==> src/rtl/tile_fetch_agu.sv <==
//============================================================================
// Module      : tile_fetch_agu
// Description : Walks a tile's input window row-major, emitting per-pixel read
//               addresses or pad flags. Optional macro TILE_FETCH_PERF_EN adds
//               saturating pad-beat and stall-cycle counters.
// Revision    : 1.0 - initial release
//============================================================================
`default_nettype none

module tile_fetch_agu #(
    parameter int DIM_W  = 16,
    parameter int ADDR_W = 32
) (
    input  logic                    clk,
    input  logic                    rst_n,
    input  logic [ADDR_W-1:0]       cfg_base_addr,
    input  logic [DIM_W-1:0]        cfg_img_h,
    input  logic [DIM_W-1:0]        cfg_img_w,
    input  logic                    desc_valid,
    output logic                    desc_ready,
    input  logic signed [DIM_W:0]   desc_in_row,
    input  logic signed [DIM_W:0]   desc_in_col,
    input  logic [DIM_W-1:0]        desc_in_h,
    input  logic [DIM_W-1:0]        desc_in_w,
    output logic                    px_valid,
    input  logic                    px_ready,
    output logic [ADDR_W-1:0]       px_addr,
    output logic                    px_pad,
    output logic [DIM_W-1:0]        px_r,
    output logic [DIM_W-1:0]        px_c,
    output logic                    px_eol,
    output logic                    px_last,
    output logic                    tile_done,
    output logic                    busy
`ifdef TILE_FETCH_PERF_EN
    ,
    output logic [31:0]             perf_pad_cnt,
    output logic [31:0]             perf_stall_cnt
`endif
);

    localparam int C_AW    = DIM_W + 2;
    localparam int C_SUM_W = (ADDR_W > 2*DIM_W) ? ADDR_W : 2*DIM_W;

    typedef enum logic [0:0] {
        ST_IDLE = 1'b0,
        ST_RUN  = 1'b1
    } state_t;

    state_t                 r_state, w_state_nxt;
    logic [DIM_W-1:0]       r_row, r_col, w_row_nxt, w_col_nxt;
    logic signed [DIM_W:0]  r_in_row, r_in_col;
    logic [DIM_W-1:0]       r_in_h, r_in_w;
    logic [ADDR_W-1:0]      r_base;
    logic [DIM_W-1:0]       r_img_h, r_img_w;
    logic                   r_tile_done, w_done_nxt;
    logic                   w_latch;
    logic                   w_run;
    logic                   w_eol, w_last_row;

    logic signed [C_AW-1:0] w_abs_row, w_abs_col;
    logic                   w_pad_raw;
    logic [2*DIM_W-1:0]     w_prod;
    logic [C_SUM_W-1:0]     w_sum;

    assign w_run      = (r_state == ST_RUN);
    assign w_eol      = (r_col == r_in_w - 1'b1);
    assign w_last_row = (r_row == r_in_h - 1'b1);

    always_comb begin
        w_state_nxt = r_state;
        w_row_nxt   = r_row;
        w_col_nxt   = r_col;
        w_done_nxt  = 1'b0;
        w_latch     = 1'b0;
        case (r_state)
            ST_IDLE: begin
                if (desc_valid) begin
                    w_latch   = 1'b1;
                    w_row_nxt = '0;
                    w_col_nxt = '0;
                    // Empty tiles complete immediately without any beats
                    if (desc_in_h == '0 || desc_in_w == '0)
                        w_done_nxt = 1'b1;
                    else
                        w_state_nxt = ST_RUN;
                end
            end
            ST_RUN: begin
                if (px_ready) begin
                    if (w_eol && w_last_row) begin
                        w_state_nxt = ST_IDLE;
                        w_done_nxt  = 1'b1;
                    end else if (w_eol) begin
                        w_col_nxt = '0;
                        w_row_nxt = r_row + 1'b1;
                    end else begin
                        w_col_nxt = r_col + 1'b1;
                    end
                end
            end
            default: w_state_nxt = ST_IDLE;
        endcase
    end

    always_ff @(posedge clk or negedge rst_n) begin
        if (!rst_n) begin
            r_state     <= ST_IDLE;
            r_row       <= '0;
            r_col       <= '0;
            r_in_row    <= '0;
            r_in_col    <= '0;
            r_in_h      <= '0;
            r_in_w      <= '0;
            r_base      <= '0;
            r_img_h     <= '0;
            r_img_w     <= '0;
            r_tile_done <= 1'b0;
        end else begin
            r_state     <= w_state_nxt;
            r_row       <= w_row_nxt;
            r_col       <= w_col_nxt;
            r_tile_done <= w_done_nxt;
            if (w_latch) begin
                r_in_row <= desc_in_row;
                r_in_col <= desc_in_col;
                r_in_h   <= desc_in_h;
                r_in_w   <= desc_in_w;
                r_base   <= cfg_base_addr;
                r_img_h  <= cfg_img_h;
                r_img_w  <= cfg_img_w;
            end
        end
    end

    // Absolute coordinates carry one extra bit so origin + index never wraps
    assign w_abs_row = $signed({r_in_row[DIM_W], r_in_row}) + $signed({2'b00, r_row});
    assign w_abs_col = $signed({r_in_col[DIM_W], r_in_col}) + $signed({2'b00, r_col});

    assign w_pad_raw = w_abs_row[C_AW-1] || (w_abs_row >= $signed({2'b00, r_img_h})) ||
                       w_abs_col[C_AW-1] || (w_abs_col >= $signed({2'b00, r_img_w}));

    // Unpadded coordinates are known in-range, so the low DIM_W bits are exact
    assign w_prod = {{DIM_W{1'b0}}, w_abs_row[DIM_W-1:0]} * {{DIM_W{1'b0}}, r_img_w};
    assign w_sum  = C_SUM_W'(r_base) + C_SUM_W'(w_prod) + C_SUM_W'(w_abs_col[DIM_W-1:0]);

    // Beat fields are gated so idle/reset outputs read as zero
    assign desc_ready = ~w_run;
    assign busy       = w_run;
    assign px_valid   = w_run;
    assign px_pad     = w_run & w_pad_raw;
    assign px_addr    = (w_run && !w_pad_raw) ? w_sum[ADDR_W-1:0] : '0;
    assign px_r       = w_run ? r_row : '0;
    assign px_c       = w_run ? r_col : '0;
    assign px_eol     = w_run & w_eol;
    assign px_last    = w_run & w_eol & w_last_row;
    assign tile_done  = r_tile_done;

`ifdef TILE_FETCH_PERF_EN
    logic [31:0] r_pad_cnt, r_stall_cnt;

    always_ff @(posedge clk or negedge rst_n) begin
        if (!rst_n) begin
            r_pad_cnt   <= '0;
            r_stall_cnt <= '0;
        end else begin
            if (w_run && px_ready && w_pad_raw && !(&r_pad_cnt))
                r_pad_cnt <= r_pad_cnt + 1'b1;
            if (w_run && !px_ready && !(&r_stall_cnt))
                r_stall_cnt <= r_stall_cnt + 1'b1;
        end
    end

    assign perf_pad_cnt   = r_pad_cnt;
    assign perf_stall_cnt = r_stall_cnt;
`endif

endmodule

`default_nettype wire
==> config.mk <==
export PLATFORM = sky130hd
export DESIGN_NAME = tile_fetch_agu
export DESIGN_NICKNAME = d
export VERILOG_FILES = /design/src/rtl/tile_fetch_agu.sv
export SDC_FILE = /design/constraint.sdc
export NUM_CORES = 1
export LEC_CHECK = 0
export BUFFER_PORTS_ARGS = -buffer_cell sky130_fd_sc_hd__buf_2
export CORE_MARGIN = 2
export CORE_UTILIZATION = 62
export DETAILED_ROUTE_END_ITERATION = 10
export PLACE_DENSITY_LB_ADDON = 0.2
export SKIP_CTS_REPAIR_TIMING = 1
export SLEW_MARGIN = 10
export SYNTH_ARGS = -nofsm -noshare
export SYNTH_HDL_FRONTEND = slang
export SYNTH_SLANG_ARGS = --single-unit
==> constraint.sdc <==
create_clock -name clk -period 10.8 [get_ports clk]
set_input_delay 1.08 -clock clk [delete_from_list [all_inputs] [get_ports clk]]
set_output_delay 1.08 -clock clk [all_outputs]
set_load 0.02 [all_outputs]
Word level (Yosys, flattened, before mapping)
Index checks and enable logic that the tools add are counted.
{"block": "op_classes", "n_addsub": 8, "n_mul": 1, "n_div": 0, "order_cmp": 2, "eq_ne": 6, "shift": 0, "mux": 24, "n_bitwise": 4, "n_reduce_logical": 11}
{"operator": "$mux 16", "n": 9}
{"operator": "$pmux 16 s2", "n": 2}
{"operator": "$add 17x17->18", "n": 2}
{"operator": "$ge 18x17->1", "n": 2}
{"operator": "$add 16x1->16 const B", "n": 2}
{"operator": "$add 32x16->32", "n": 1}
{"operator": "$add 32x32->32", "n": 1}
{"operator": "$eq 16x16->1", "n": 2}
{"operator": "$logic_not 16->1", "n": 2}
{"operator": "$mul 16x16->32", "n": 1}
{"operator": "$mux 32", "n": 1}
{"operator": "$sub 16x1->16 const B", "n": 2}
{"operator": "$mux 1", "n": 10}
{"operator": "$ne 2x2->1 const B", "n": 3}
{"operator": "$logic_or 1x1->1", "n": 4}
{"operator": "$pmux 1 s2", "n": 2}
{"operator": "$reduce_and 4->1", "n": 1}
{"operator": "$and 1x1->1", "n": 3}
{"operator": "$reduce_and 3->1", "n": 1}
{"operator": "$logic_and 1x1->1", "n": 2}
{"operator": "$ne 2x1->1 const B", "n": 1}
{"operator": "$logic_not 1->1", "n": 1}
{"operator": "$not 1->1", "n": 1}
{"block": "totals", "ff_bits": 164, "latchBits": 0, "ram_bits": 0, "mem_bits_ro": 0, "inputBits": 134, "output_inout_bits": 71, "wordCells": 67, "mem_count": 0}

Longest topological paths before layout
Gate-level depths: netlist of run 1.
{"block": "logic_depth", "depth_word": 8, "mapped_depth": 33, "ltp_nobuf": 33}

Worst setup path before layout of run 1
No wires, ideal clock.
{"block": "synth_timing", "path_kind": "flip-flop to output port", "start": "reg r_row[1]", "end": "out px_addr[31]", "arrival_ns": 8.296, "required_time_ns": 9.720, "slack_ns": 1.424, "stages_incl_launch_ff": 30, "path_buffers": 0, "path_cell_list": "dfrtp_1 -> ha_1 -> a211o_1 -> a2111oi_0 -> o211ai_1 -> nand4_1 -> nand3_1 -> o41ai_1 -> xor2_1 -> inv_1 -> nand2_1 -> fa_1 -> fa_1 -> fa_1 -> inv_1 -> fa_1 -> fa_1 -> inv_1 -> fa_1 -> inv_1 -> ha_1 -> a21oi_1 -> o21ai_0 -> a2111oi_0 -> nor3_1 -> o41a_1 -> a41o_1 -> o2111a_1 -> or3_1 -> a21oi_1"}
{"block": "synth_via", "elab_chain_cells": 8, "word_cells_on_any_way": 11, "classes_between": "3 x add/sub; 1 x mul; 1 x order compare; 1 x mux; 5 x reduce/logical"}
{"item": "start: declaration", "line": "51", "text": "logic [DIM_W-1:0] r_row, r_col, w_row_nxt, w_col_nxt;"}
{"item": "start signal: assignment", "line": "121", "text": "r_row <= w_row_nxt;"}
{"item": "$add 17x17->18 (*)", "line": "137", "text": "assign w_abs_row = $signed({r_in_row[DIM_W], r_in_row}) + $signed({2'b00, r_row});"}
{"item": "branches (longest 6 deep; another with $mul 16x16->32)"}
{"item": "$mux 32 (*)", "line": "152", "text": "assign px_addr = (w_run && !w_pad_raw) ? w_sum[ADDR_W-1:0] : '0;"}
{"item": "end: declaration", "line": "27", "text": "output logic [ADDR_W-1:0] px_addr,"}
Mark *: on every way between the ends.

Worst setup path after layout of run 1
{"block": "layout_timing", "start": "reg r_row[0]", "end": "out px_addr[30]"}
The elaborated chain is that of the path after synthesis.

==> results of run 1 <==
==> cell usage in the layout, fill, tap and decap left out, types with 6 or more instances in the layout <==
cell type	netlist	routed
ha_1	165	165
clkbuf_16	0	17
buf_4	3	20
o21a_1	11	11
nor4_1	20	20
o21ai_0	100	100
buf_2	4	203
o211ai_1	11	11
o21bai_1	7	7
and2_1	139	139
xnor2_1	51	50
a211oi_1	9	8
nor2b_1	11	9
inv_1	398	398
a21oi_1	64	64
nand2_1	442	441
nand4_1	17	17
fa_1	243	243
nand3_1	30	29
and3_1	17	17
or3_1	14	14
a21o_1	27	27
o31ai_1	8	7
nor3_1	38	38
or4_1	6	6
a31oi_1	12	12
xor2_1	36	36
o21ai_1	21	21
nand2b_1	22	22
nor4b_1	6	6
or2_2	10	10
dfrtp_1	164	164
mux2i_1	8	8
nor2_1	125	125
==> area by class of cell <==
type | instances | area, um2 | area share, %
Multi-Input combinational cell | 1738 | 14100 | 64.2
Clock inverter | 13 | 149 | 0.676
Sequential cell | 164 | 4100 | 18.6
Timing Repair Buffer | 225 | 1200 | 5.44
Clock buffer | 18 | 429 | 1.95
Tap cell | 402 | 503 | 2.28
Inverter | 398 | 1490 | 6.78
==> cells by family after synthesis <==
kind of cell | count (synthesis) | synth area share [%]
AND/OR/NAND/NOR | 918 | 21.6
flip-flops | 164 | 20.5
XOR/XNOR | 87 | 3.80
adder cells (fa/ha/maj) | 408 | 34.5
AO/OA/AOI/OAI | 317 | 9.90
buffers and inverters | 492 | 9.36
multiplexers | 8 | 0.399
==> synth_stat cells, types with 5 or more instances <==
master,n,area [um2]
nor4_1,20,125
nand2b_1,22,138
nand3_1,30,150
o21ai_1,21,105
xor2_1,36,315
a21o_1,27,203
fa_1,243,4860
nor2_1,125,469
o211ai_1,11,82.6
o21a_1,11,82.6
or4_1,6,45.0
a31oi_1,12,75.1
clkbuf_1,84,315
and2_1,139,870
nor4b_1,6,52.6
o21bai_1,7,52.6
mux2i_1,8,80.1
a211oi_1,9,67.6
xnor2_1,51,447
nor2b_1,11,68.8
o21ai_0,100,500
o31ai_1,8,60.1
a41o_1,5,50.1
nand4_1,17,106
ha_1,165,2060
nor3_1,38,190
a21oi_1,64,320
nor4_2,5,62.6
and3_1,17,106
nand2_1,442,1660
inv_1,398,1490
or3_1,14,87.6
or2_2,10,62.6
dfrtp_1,164,4100
==> path summary, 6_finish.rpt <==
path,from,end,slack [ps],cells past startpoint
setup / recovery,r_row[0],px_addr[30],480,34
hold / removal,r_in_col[13],r_in_col[13],490,2
setup reg to reg,r_in_h[0],r_row[7],6720,11
hold reg to reg,r_in_col[13],r_in_col[13],490,2
max in group asynchronous,rst_n,r_base[19],8610,2
min in group asynchronous,rst_n,r_in_h[4],690,1
==> critical path: cells and delay by family (launching register included) <==
| family | cells | cell delay (ps) |
|---|---|---|
| AOI/OAI and AO/OA | 9 | 2130 |
| and+or+nand+nor | 6 | 1300 |
| adders and majority gates | 9 | 4000 |
| buffers and inverters | 9 | 790 |
| xor gates and xnor gates | 1 | 70 |
| DFF | 1 | 480 |
==> per-stage QoR <==
stage               setup WS [ps]  TNS (ps)  util [%]  hold slack (ps)  cells
floorplan                    1420         0         -              450   2394
global placement              754         0      67.5              465   2927
detailed placement            535         0      67.5              468   2927
CTS                          6.60         0      69.3              486   2958
global route                -29.5     -29.5      69.4              511   2958
finish                        476         0      69.4              486   2958
==> sequential cells by signal (all words and copies together), names as in the netlist <==
register,cells
r_in_row,17
r_img_w,16
r_img_h,16
r_in_h,16
r_row,16
tile_done,1
r_col,16
r_in_w,16
r_base,32
r_in_col,17
busy,1
==> layer usage <==
layer	share of wire (%)	track usage (%)	vias to the layer above
li1	-	-	7899
met1	40	41.9	8208
met2	47	54.2	710
met3	8.2	7.41	161
met4	5.1	17.4	2
met5	0.020	0	-
==> metrics.yaml, run 1 <==
outcome: "completed"
grt_use_total_pct: 33.3
wl_per_cell_um: 18.2
worst_setup_path_start_kind: "flop"
ios: 205
numCtsBuffers: 17
relSlewSlack_pct: 34.1
grt_pass1_wl_um: 87500
initial_utilization_pct: 63.3
antennaDiodeCount: 0
grt_max_degree: 201
dr.first_iter.drc_count: 1113
worst_ep_required_time_ps: 9720
end_kind: "primary output"
ys_async_sr_fraction_pct: 100
yosysWarnings: 0
finalCritPeriodShare_pct: 95.6
max_freq_ghz: 0.0969
yosysUniqueCellTypes: 69
finalHoldViolCount: 0
insertion_delay_ps: 460
cts_root_buffer: "clkbuf_16"
numPortBuffers: 204
num_vias: 16980
wl_um: 53700
grt_pass1_vias: 17464
ys_seq_area_share_pct: 20.5
gp_congestion: 0.920
cp_slowest_stage_delay_ps: 540
nNetsFinal: 3086
drive_above_1_share_pct: 11.1
setup_viol: 0
ys_dominant_reg_cell: "dfrtp_1"
drc: 0
synth_area_mm2: 0.0201
drv_slew: 0
syn-instance-count: 2394
final_antenna_net_count: 0
synth_nets: 2936
drtPass1Iterations: 7
cts_tree: "yes"
h-tree-depth: 4
cap_violations: 0
tightest_slew_ps: 988
die-width_um: 184
synth-edff-count: 0
arrival_ps: 9240
placed_cell_area_mm2: 0.0214
final_cell_area_mm2: 0.0220
cts.clk_slew.worst_paths_ps: 70
rows: 65
worstSetupPathType: "reg2out"
avgViaCountPerCell: 5.74
antenna_found_initial: 1
syn_avg_cell_area_um2: 8.38
dp_hpwl_um: 42100
core_area_mm2: 0.0317
die_y_um: 184
finalCriticalPeriod_ps: 10320
areaGrowthSynthToFinish_pct: 9.75
path_max_fanout: 17
ys_ff_latch: 164
cpMaxStageDelayCell: "o41a_1"
grt_overflow: 0
clock_skew_ps: 12.6
hold_class: "reg2reg"
clock_sinks: 164
die-area_mm2: 0.0338
cts_buffer_depth: 2
fillers: 2571
Power of run 1 is not shown: default switching activity piles up to over one toggle a cycle in this logic, so the estimate is an artifact.
==> run 2: changes to the inputs <==
--- a/config.mk
+++ b/config.mk
@@ -9,6 +9,7 @@
 export CORE_MARGIN = 2
 export CORE_UTILIZATION = 62
 export DETAILED_ROUTE_END_ITERATION = 10
+export MAX_ROUTING_LAYER = met4
 export PLACE_DENSITY_LB_ADDON = 0.2
 export SKIP_CTS_REPAIR_TIMING = 1
 export SLEW_MARGIN = 10
==> run 2 against run 1 <==
Effect of this change:
- wire length rose by 2.6%
- setup slack got worse by 77 ps
- register-to-register slack got worse by 60 ps
- clock-buffer cell count fell by 1
- worst hold slack got worse by 2.7 ps
- global-route usage rose by 1.8 points
- clock skew rose by 0.73 ps
- die area did not move
==> metrics.yaml, run 2 (synthesis gave the netlist of run 1 again) <==
outcome: "completed"  # unchanged
num_vias: 17255  # was 16980
grt_pass1_wl_um: 89700  # was 87500 um
drive_above_1_share_pct: 11.2  # was 11.1%
finalCritPeriodShare_pct: 96.3  # was 95.6%
multi_input_area_mm2: 0.0142  # was 0.0141 mm2
fin_ws_ps: 399  # was 476 ps
regArea_mm2: 0.00411  # was 0.00410 mm2
dp_worst_setup_slack_ps: 608  # was 535 ps
initial_utilization_pct: 63.3  # unchanged
finalSetupTns_ps: 0  # unchanged
worst_ep_required_time_ps: 9720  # about the same
avgViaCountPerCell: 5.83  # was 5.74
clock_skew_ps: 13.4  # was 12.6 ps
cts_tree: "yes"  # unchanged
clock_sinks: 164  # unchanged
end_kind: "primary output"  # unchanged
drv_slew: 0  # unchanged
grt_max_degree: 201  # unchanged
numPortBuffers: 204  # unchanged
hold_class: "reg2reg"  # unchanged
path_max_fanout: 17  # unchanged
nNetsFinal: 3086  # unchanged
antenna_found_initial: 0  # was 1
tightest_slew_ps: 959  # was 988 ps
die-width_um: 184  # unchanged
setup_viol: 0  # unchanged
worst_setup_path_start_kind: "flop"  # unchanged
top_regs: "r_base: 32 flops, r_in_col: 17 flops, r_in_row: 17 flops"  # unchanged
cts.clk_slew.worst_paths_ps: 80  # was 70 ps
fin_util_pct: 69.4  # about the same
rsz0062_at_grt: "false"
grt_overflow: 0  # unchanged
finalHoldViolCount: 0  # unchanged
areaGrowthSynthToFinish_pct: 9.71  # was 9.75%
wl_um: 55100  # was 53700 um
worstSetupPathType: "reg2out"  # unchanged
wl_per_cell_um: 18.6  # was 18.2 um
cts_buffer_depth: 2  # unchanged
gp_congestion: 0.954  # was 0.920
core_area_mm2: 0.0317  # unchanged
cpMaxStageDelayCell: "fa_1"  # was o41a_1
grt_pass1_vias: 17609  # was 17464
placed_cell_area_mm2: 0.0214  # unchanged
final_common_cell: "nand2_1"  # unchanged
numCtsBuffers: 17  # unchanged
reg2reg_from: "r_in_h[0]"  # unchanged
final_cell_area_mm2: 0.0220  # about the same
cts_root_buffer: "clkbuf_16"  # unchanged
final_antenna_net_count: 0  # unchanged
regMostFlops: "r_base"  # unchanged
finalCriticalPeriod_ps: 10400  # was 10320 ps
r2r_slack_ps: 6660  # was 6720 ps
rows: 65  # unchanged
hp-start: "r_in_col[12]"  # was r_in_col[13]
drc: 0  # unchanged
cap_violations: 0  # unchanged
arrival_ps: 9320  # was 9240 ps
drtPass1Iterations: 6  # was 7
cp_slowest_stage_delay_ps: 540  # about the same
insertion_delay_ps: 470  # was 460 ps
antennaDiodeCount: 0  # unchanged
largest_reg_flops: 32  # unchanged
grt_use_total_pct: 35.2  # was 33.3%
dp_hpwl_um: 42600  # was 42100 um
fillers: 2590  # was 2571
crit_start: "r_row[0]"  # unchanged
relSlewSlack_pct: 36.0  # was 34.1%
ios: 205  # unchanged
layout_common_cells: "nand2_1 (441), inv_1 (398), fa_1 (243), buf_2 (203), ha_1 (165)"  # unchanged
h-tree-depth: 4  # unchanged
die_y_um: 184  # unchanged
dr.first_iter.drc_count: 1288  # was 1113
die-area_mm2: 0.0338  # unchanged
max_freq_ghz: 0.0961  # was 0.0969 GHz
==> run 2: layout make-up <==
type,count,area share [%]
clock buffer,17,1.93
clock inverter,14,0.625
inverter,398,6.79
multi-input combinational,1738,64.3
sequential,164,18.6
tap,402,2.28
timing repair buffer,225,5.44
==> run 2: critical path, delay by kind of cell, from the launching register on <==
family / cells / cell delay [ps]
AO/OA/AOI/OAI: 9 / 2420
AND/OR/NAND/NOR: 6 / 1200
buffers and inverters: 9 / 800
XOR/XNOR: 1 / 140
flip-flops: 1 / 460
adder cells (fa/ha/maj): 9 / 3840
==> run 2: path summary, 6_finish.rpt <==
| check | end | cells after the start |
|---|---|---|
| max | px_addr[30] | 34 |
| min | r_in_col[12] | 2 |
| max reg2reg | r_col[3] | 11 |
| min reg2reg | r_in_col[12] | 2 |
| max in group asynchronous | r_base[18] | 2 |
| min in group asynchronous | r_in_h[3] | 1 |
==> run 2: stage by stage <==
stage	hold slack (ps)	instances
after floorplan	450	2394
after global placement	464	2926
after detailed placement	469	2926
after CTS	488	2957
after global routing	511	2958
final	483	2958
==> run 2: layer usage <==
| layer | wire (um) | track usage [%] |
|---|---|---|
| met1 | 22300 | 43.3 |
| met2 | 26000 | 56.9 |
| met4 | 2570 | 16.0 |
| met3 | 4270 | 6.30 |
| met5 | 0 | - |
Power of run 2 is left out for the same reason.
